File: src/rtl/control_unit_if.sv
// Bus between the multicycle control unit and its datapath: decoded
// instruction fields and flags in, strobes, selects and ALU control out.
interface control_unit_if;
  logic [5:0]  opCode;
  logic [5:0]  funct;
  logic        eqf;
  logic        ov;
  logic        div0;
  logic [6:0]  strobe;
  logic [3:0]  opsel;
  logic [20:0] sel;
  logic [2:0]  ALUCtrl;
  logic [4:0]  state;

  modport master (
    output opCode, funct, eqf, ov, div0,
    input  strobe, opsel, sel, ALUCtrl, state
  );

  modport slave (
    input  opCode, funct, eqf, ov, div0,
    output strobe, opsel, sel, ALUCtrl, state
  );
endinterface

File: src/rtl/control_unit.sv
// Multicycle MIPS-subset control unit (Moore FSM, PCCtrl in BRANCH follows eqf).
// Define CU_EXCEPTION_EN to enable the overflow / div0 / illegal-opcode exception path.
module control_unit (
  input  logic          clk,
  input  logic          reset,
  control_unit_if.slave bus
);

  typedef enum logic [4:0] {
    S_RESET      = 5'd0,
    S_FETCH      = 5'd1,
    S_FETCH_WAIT = 5'd2,
    S_IR_LOAD    = 5'd3,
    S_DECODE     = 5'd4,
    S_EXEC_R     = 5'd5,
    S_WB_R       = 5'd6,
    S_EXEC_I     = 5'd7,
    S_WB_I       = 5'd8,
    S_ADDR       = 5'd9,
    S_MEM_RD     = 5'd10,
    S_MEM_WAIT   = 5'd11,
    S_WB_LW      = 5'd12,
    S_MEM_WR     = 5'd13,
    S_BRANCH     = 5'd14,
    S_JUMP       = 5'd15,
    S_MD_RUN     = 5'd16,
    S_MD_WB      = 5'd17,
    S_EXC_SAVE   = 5'd18,
    S_EXC_RD     = 5'd19,
    S_EXC_WAIT   = 5'd20,
    S_EXC_JUMP   = 5'd21
  } state_t;

  localparam logic [2:0] ALU_ADD = 3'b001;
  localparam logic [2:0] ALU_SUB = 3'b010;
  localparam logic [2:0] ALU_AND = 3'b011;
  localparam logic [2:0] ALU_CMP = 3'b111;

  state_t      cur, nxt;
  logic [5:0]  md_cnt;
  logic [1:0]  exc_code;

  logic        hilo_w, epc_w, aluout_w, reg_w, ir_w, mem_w, pc_w, md_ctrl;
  logic [1:0]  iord, src_a, src_b, reg_dst, ls_ctrl, ss_ctrl, excpt;
  logic [2:0]  pc_src;
  logic [3:0]  data_src;
  logic [2:0]  alu_ctrl;
  logic        is_r_alu, is_md, r_can_ovf;
  logic [2:0]  r_alu;

  always_comb begin
    is_r_alu  = (bus.opCode == 6'h00) &&
                (bus.funct == 6'h20 || bus.funct == 6'h22 || bus.funct == 6'h24);
    is_md     = (bus.opCode == 6'h00) && (bus.funct == 6'h18 || bus.funct == 6'h1A);
    r_can_ovf = (bus.funct != 6'h24);
    case (bus.funct)
      6'h22:   r_alu = ALU_SUB;
      6'h24:   r_alu = ALU_AND;
      default: r_alu = ALU_ADD;
    endcase
  end

  // Counter is held at zero outside MD_RUN, so it is already clear on entry.
  always_ff @(posedge clk) begin
    if (reset) begin
      cur    <= S_RESET;
      md_cnt <= '0;
    end else begin
      cur    <= nxt;
      md_cnt <= (cur == S_MD_RUN) ? md_cnt + 6'd1 : '0;
    end
  end

`ifdef CU_EXCEPTION_EN
  logic [1:0] exc_nxt;

  always_ff @(posedge clk) begin
    if (reset)
      exc_code <= '0;
    else if (nxt == S_EXC_SAVE && cur != S_EXC_SAVE)
      exc_code <= exc_nxt;
  end
`else
  logic unused_flags;
  assign unused_flags = bus.ov ^ bus.div0;
  assign exc_code     = '0;
`endif

  always_comb begin
    nxt      = cur;
    hilo_w   = 1'b0;
    epc_w    = 1'b0;
    aluout_w = 1'b0;
    reg_w    = 1'b0;
    ir_w     = 1'b0;
    mem_w    = 1'b0;
    pc_w     = 1'b0;
    md_ctrl  = 1'b0;
    iord     = '0;
    src_a    = '0;
    src_b    = '0;
    reg_dst  = '0;
    ls_ctrl  = '0;
    ss_ctrl  = '0;
    excpt    = '0;
    pc_src   = '0;
    data_src = '0;
    alu_ctrl = '0;
`ifdef CU_EXCEPTION_EN
    exc_nxt  = '0;
`endif
    case (cur)
      S_RESET: nxt = S_FETCH;
      S_FETCH: begin
        src_b    = 2'd1;
        alu_ctrl = ALU_ADD;
        pc_w     = 1'b1;
        nxt      = S_FETCH_WAIT;
      end
      S_FETCH_WAIT: nxt = S_IR_LOAD;
      S_IR_LOAD: begin
        ir_w = 1'b1;
        nxt  = S_DECODE;
      end
      S_DECODE: begin
        src_b    = 2'd3;
        alu_ctrl = ALU_ADD;
        aluout_w = 1'b1;
        if (is_r_alu)                                         nxt = S_EXEC_R;
        else if (is_md)                                       nxt = S_MD_RUN;
        else if (bus.opCode == 6'h08)                         nxt = S_EXEC_I;
        else if (bus.opCode == 6'h23 || bus.opCode == 6'h2B) nxt = S_ADDR;
        else if (bus.opCode == 6'h04)                         nxt = S_BRANCH;
        else if (bus.opCode == 6'h02)                         nxt = S_JUMP;
        else begin
`ifdef CU_EXCEPTION_EN
          nxt     = S_EXC_SAVE;
          exc_nxt = 2'd0;
`else
          nxt     = S_FETCH;
`endif
        end
      end
      S_EXEC_R: begin
        src_a    = 2'd1;
        alu_ctrl = r_alu;
        aluout_w = 1'b1;
        nxt      = S_WB_R;
`ifdef CU_EXCEPTION_EN
        if (bus.ov && r_can_ovf) begin
          nxt     = S_EXC_SAVE;
          exc_nxt = 2'd1;
        end
`endif
      end
      S_WB_R: begin
        reg_dst = 2'd1;
        reg_w   = 1'b1;
        nxt     = S_FETCH;
      end
      S_EXEC_I: begin
        src_a    = 2'd1;
        src_b    = 2'd2;
        alu_ctrl = ALU_ADD;
        aluout_w = 1'b1;
        nxt      = S_WB_I;
`ifdef CU_EXCEPTION_EN
        if (bus.ov) begin
          nxt     = S_EXC_SAVE;
          exc_nxt = 2'd1;
        end
`endif
      end
      S_WB_I: begin
        reg_w = 1'b1;
        nxt   = S_FETCH;
      end
      S_ADDR: begin
        src_a    = 2'd1;
        src_b    = 2'd2;
        alu_ctrl = ALU_ADD;
        aluout_w = 1'b1;
        nxt      = (bus.opCode == 6'h2B) ? S_MEM_WR : S_MEM_RD;
      end
      S_MEM_RD: begin
        iord = 2'd2;
        nxt  = S_MEM_WAIT;
      end
      S_MEM_WAIT: begin
        iord = 2'd2;
        nxt  = S_WB_LW;
      end
      S_WB_LW: begin
        data_src = 4'd1;
        reg_w    = 1'b1;
        nxt      = S_FETCH;
      end
      S_MEM_WR: begin
        iord  = 2'd2;
        mem_w = 1'b1;
        nxt   = S_FETCH;
      end
      S_BRANCH: begin
        src_a    = 2'd1;
        alu_ctrl = ALU_CMP;
        pc_src   = 3'd1;
        pc_w     = bus.eqf;
        nxt      = S_FETCH;
      end
      S_JUMP: begin
        pc_src = 3'd2;
        pc_w   = 1'b1;
        nxt    = S_FETCH;
      end
      S_MD_RUN: begin
        md_ctrl = (bus.funct == 6'h1A);
        if (md_cnt == 6'd31) nxt = S_MD_WB;
`ifdef CU_EXCEPTION_EN
        // A divide-by-zero abort wins over the final-cycle exit to MD_WB.
        if (md_ctrl && bus.div0) begin
          nxt     = S_EXC_SAVE;
          exc_nxt = 2'd2;
        end
`endif
      end
      S_MD_WB: begin
        hilo_w = 1'b1;
        nxt    = S_FETCH;
      end
      S_EXC_SAVE: begin
        src_b    = 2'd1;
        alu_ctrl = ALU_SUB;
`ifdef CU_EXCEPTION_EN
        epc_w    = 1'b1;
`endif
        nxt      = S_EXC_RD;
      end
      S_EXC_RD: begin
        iord  = 2'd3;
        excpt = exc_code;
        nxt   = S_EXC_WAIT;
      end
      S_EXC_WAIT: begin
        iord  = 2'd3;
        excpt = exc_code;
        nxt   = S_EXC_JUMP;
      end
      S_EXC_JUMP: begin
        ls_ctrl = 2'd2;
        pc_src  = 3'd3;
        pc_w    = 1'b1;
        nxt     = S_FETCH;
      end
      default: nxt = S_RESET;
    endcase
  end

  assign bus.strobe  = {hilo_w, epc_w, aluout_w, reg_w, ir_w, mem_w, pc_w};
  assign bus.opsel   = {3'b000, md_ctrl};
  assign bus.sel     = {data_src, pc_src, excpt, ss_ctrl, ls_ctrl, reg_dst, src_b, src_a, iord};
  assign bus.ALUCtrl = alu_ctrl;
  assign bus.state   = cur;

endmodule

File: src/flat_wrapper.sv
// flat-port wrapper written by rule: the top's interface ports become plain ports
module control_unit_flat 
  (clk, reset, bus_opCode, bus_funct, bus_eqf, bus_ov, bus_div0, bus_strobe, bus_opsel, bus_sel, bus_ALUCtrl, bus_state);
  control_unit_if bus_i ();
  input  logic clk;
  input  logic reset;
  input wire logic [$bits(bus_i.opCode)-1:0] bus_opCode;
  input wire logic [$bits(bus_i.funct)-1:0] bus_funct;
  input wire logic [$bits(bus_i.eqf)-1:0] bus_eqf;
  input wire logic [$bits(bus_i.ov)-1:0] bus_ov;
  input wire logic [$bits(bus_i.div0)-1:0] bus_div0;
  output wire logic [$bits(bus_i.strobe)-1:0] bus_strobe;
  output wire logic [$bits(bus_i.opsel)-1:0] bus_opsel;
  output wire logic [$bits(bus_i.sel)-1:0] bus_sel;
  output wire logic [$bits(bus_i.ALUCtrl)-1:0] bus_ALUCtrl;
  output wire logic [$bits(bus_i.state)-1:0] bus_state;
  assign bus_i.opCode = bus_opCode;
  assign bus_i.funct = bus_funct;
  assign bus_i.eqf = bus_eqf;
  assign bus_i.ov = bus_ov;
  assign bus_i.div0 = bus_div0;
  assign bus_strobe = bus_i.strobe;
  assign bus_opsel = bus_i.opsel;
  assign bus_sel = bus_i.sel;
  assign bus_ALUCtrl = bus_i.ALUCtrl;
  assign bus_state = bus_i.state;
  control_unit u_core (.clk(clk), .reset(reset), .bus(bus_i));
endmodule
File: config.mk
export PLATFORM = sky130hd
export DESIGN_NAME = control_unit_flat
export DESIGN_NICKNAME = d
export VERILOG_FILES = /design/src/rtl/control_unit_if.sv /design/src/rtl/control_unit.sv /design/src/flat_wrapper.sv
export SDC_FILE = /design/constraint.sdc
export NUM_CORES = 1
export LEC_CHECK = 0
export ABC_AREA = 1
export ABC_CLOCK_PERIOD_IN_PS = 4900
export BUFFER_PORTS_ARGS = -buffer_cell sky130_fd_sc_hd__buf_4
export CORE_MARGIN = 4
export CORE_UTILIZATION = 25
export DETAILED_ROUTE_END_ITERATION = 10
export PLACE_DENSITY = 0.53
export REMOVE_ABC_BUFFERS = 1
export SLEW_MARGIN = 20
export SYNTH_ARGS = -nofsm -noshare
export SYNTH_HDL_FRONTEND = slang
export SYNTH_SLANG_ARGS = --single-unit
File: constraint.sdc
create_clock -name clk -period 4.9 [get_ports clk]
set_clock_uncertainty 0.15 [all_clocks]
set_input_delay 1.225 -clock clk [delete_from_list [all_inputs] [get_ports clk]]
set_output_delay 1.225 -clock clk [all_outputs]
set_load 0.05 [all_outputs]
==> results.sh <==
export IMPL_post_dp_cell_area_sq_mm=0.00151
export IMPL_grt_usage_pct=10.9
export IMPL_critPathRequiredTime_ps=3520
export IMPL_grt_pass1_wl_um=5640
export IMPL_critical_path_max_fanout=2
export IMPL_tns_ps=0
export IMPL_clk_pin_slew_ps=50
export IMPL_die_w_um=79.2
export IMPL_reg2reg_slack_ps=3080
export IMPL_syn_inst=223
export IMPL_grt_pass1_vias=1229
export IMPL_grt_max_degree=12
export IMPL_p_clk_share_pct=18.1
export IMPL_io_buffers=39
export IMPL_finalWirelength_um=3260
export IMPL_cts_tree="built"
export IMPL_row_count=25
export IMPL_fillers=569
export IMPL_hpwl_um=2790
export IMPL_start_util_pct=26.3
export IMPL_cts_sinks=11
export IMPL_antenna_found_initial=0
export IMPL_layout_drive_gt1_share_pct=21.1
export IMPL_finalNetCount=275
export IMPL_ys_warn_count=0
export IMPL_routabilityCongestion=0.920
export IMPL_p_seq_share_pct=24.5
export IMPL_netSwitchingFraction_pct=52.3
export IMPL_syn_to_final_growth_pct=22.2
export IMPL_endpoint_kind="output port"
export IMPL_slew_violations=0
export IMPL_ioPinCount=57
export IMPL_yosys_top_cells_area="dfxtp_1 17%, nor2_1 14%, buf_4 13%"
export IMPL_final_common_cell="nor2_1"
export IMPL_rsz0062_at_grt="false"
export IMPL_fin_crit_ps=3510
export IMPL_cts_inserted_buffers=3
export IMPL_clockBufferDepth=2
export IMPL_die_h_um=79.2
export IMPL_ctsHoldBuffers=0
export IMPL_fin_crit_sh_pct=71.7
export IMPL_holdPathStages=1
export IMPL_syn_area_per_cell_sq_um=5.69
export IMPL_htreeDepth=1
export IMPL_switching_power_uw=256
export IMPL_p_leak_nw=0.853
export IMPL_vias=1365
export IMPL_drtIter0Drc=114
export IMPL_critPathKind="in -> out"
export IMPL_overflow=0
export IMPL_irDropWorstVdd_mv=0.143
export IMPL_p_per_area_mw_per_mm2=316
export IMPL_worstHoldPathType="reg -> reg"
export IMPL_combPwrFrac_pct=57.4
export IMPL_yosysUniqueCellTypes=26
export IMPL_synth_top_cell_area_share_pct=17.4
export IMPL_status="finished, final reports clean"
export IMPL_holdWs_ps=318
export IMPL_drc=0
export IMPL_cp_start_kind="input pin"
export IMPL_avgViaCountPerCell=4.23
export IMPL_final_cell_mix="47 x nor2_1, 43 x nand2_1, 39 x buf_4"
export IMPL_final_hold_violation_count=0
export IMPL_dr_pass1_iters=4
export IMPL_synth_area_sq_mm=0.00127
export IMPL_reg2reg_depth=9
export IMPL_die_area_sq_mm=0.00628
export IMPL_setup_viol=0
export IMPL_p_int_uw=234
export IMPL_antenna_cells=0
export IMPL_clk_latency_ps=230
export IMPL_drv_cap=0
export IMPL_yosysTopAreaCell="dfxtp_1"
export IMPL_stdcell_area_sq_mm=0.00155
export IMPL_max_freq_ghz=0.285
export IMPL_cts_repair_resized=0
export IMPL_cts_root_buf="clkbuf_8"
export IMPL_postCtsSetupBuffers=0
export IMPL_cp_arrival_ps=2140
export IMPL_wire_per_inst_um=10.1
export IMPL_ys_ff_latch=11
export IMPL_ant_nets=0
export IMPL_ys_seq_area_share_pct=17.4
export IMPL_core_area_sq_mm=0.00482
-- routing by layer --
metal	vias up	share of wire, %	global-route usage, %
met2	45	44	17.3
li1	735	-	-
met1	581	47	14.7
met4	0	0.77	2.06
met5	-	0	0
met3	4	8.4	3.17
-- cells by family after synthesis --
logic type      Yosys count  synth area share, %
compound gates           17                 7.49
xor+xnor                  2                 1.38
fa+ha+maj                 1                0.986
simple gates            134                 47.5
flops                    11                 17.4
buf+inv                  57                 25.0
other cells               1                0.296
-- state kept, by name, indices dropped and copies added (netlist names) --
name	cells
u_core.md_cnt	6
u_core.bus.state	5
-- cells in the mapped netlist, drive strengths merged --
library cell / n
nor2: 53
nand2: 44
inv: 33
nand3: 24
buf: 22
dfxtp: 11
o21ai: 9
nor3: 7
a21oi: 6
nand4: 3
clkbuf: 2
xnor2: 2
conb: 1
ha: 1
nor3b: 1
nor4: 1
o2111ai: 1
o21bai: 1
or3b: 1
-- path summary, 6_finish.rpt --
check	from	to
setup reg to reg	u_core.bus.state[4]	u_core.bus.state[0]
hold reg to reg	u_core.md_cnt[0]	u_core.md_cnt[0]
setup / recovery	bus_funct[3]	bus_ALUCtrl[1]
hold / removal	u_core.md_cnt[0]	u_core.md_cnt[0]
-- power by group through the flow --
stage / Clock [mW] / Sequential [mW] / Combinational (mW)
6_report: 0.0888 / 0.120 / 0.281
5_1_grt: 0.0979 / 0.122 / 0.305
4_1_cts: 0.0926 / 0.120 / 0.283
3_5_place_dp: 0 / 0.122 / 0.282
3_3_place_gp: 0 / 0.122 / 0.284
2_1_floorplan: 0 / 0.141 / 0.187
-- worst max-delay path, stage by stage --
cell and delay [ps]:
buf_4 110, nor2_1 130, nand2_1 70, nor3_1 200
o21ai_0 130, nand3_1 80, buf_4 190
-- metrics by stage --
stage                     setup slack (ps)  instances  total power [mW]  util (%)
final                                 1390        323             0.490      32.2
after global routing                  1250        323             0.525      32.2
after CTS                             1380        323             0.495      32.2
after detailed placement              1390        319             0.404      31.2
after global placement                1380        319             0.406      31.2
after floorplan                        820        213             0.328         -
-- final cells by class --
| cell class | instances | area, sq um | area share (%) |
|---|---|---|---|
| Clock buffer | 4 | 45.0 | 2.91 |
| Inverter | 33 | 124 | 7.99 |
| Multi-Input combinational cell | 169 | 785 | 50.6 |
| Sequential cell | 11 | 220 | 14.2 |
| Tap cell | 67 | 83.8 | 5.41 |
| Timing Repair Buffer | 39 | 293 | 18.9 |
Note: power is estimated with default switching activity, not from simulation.
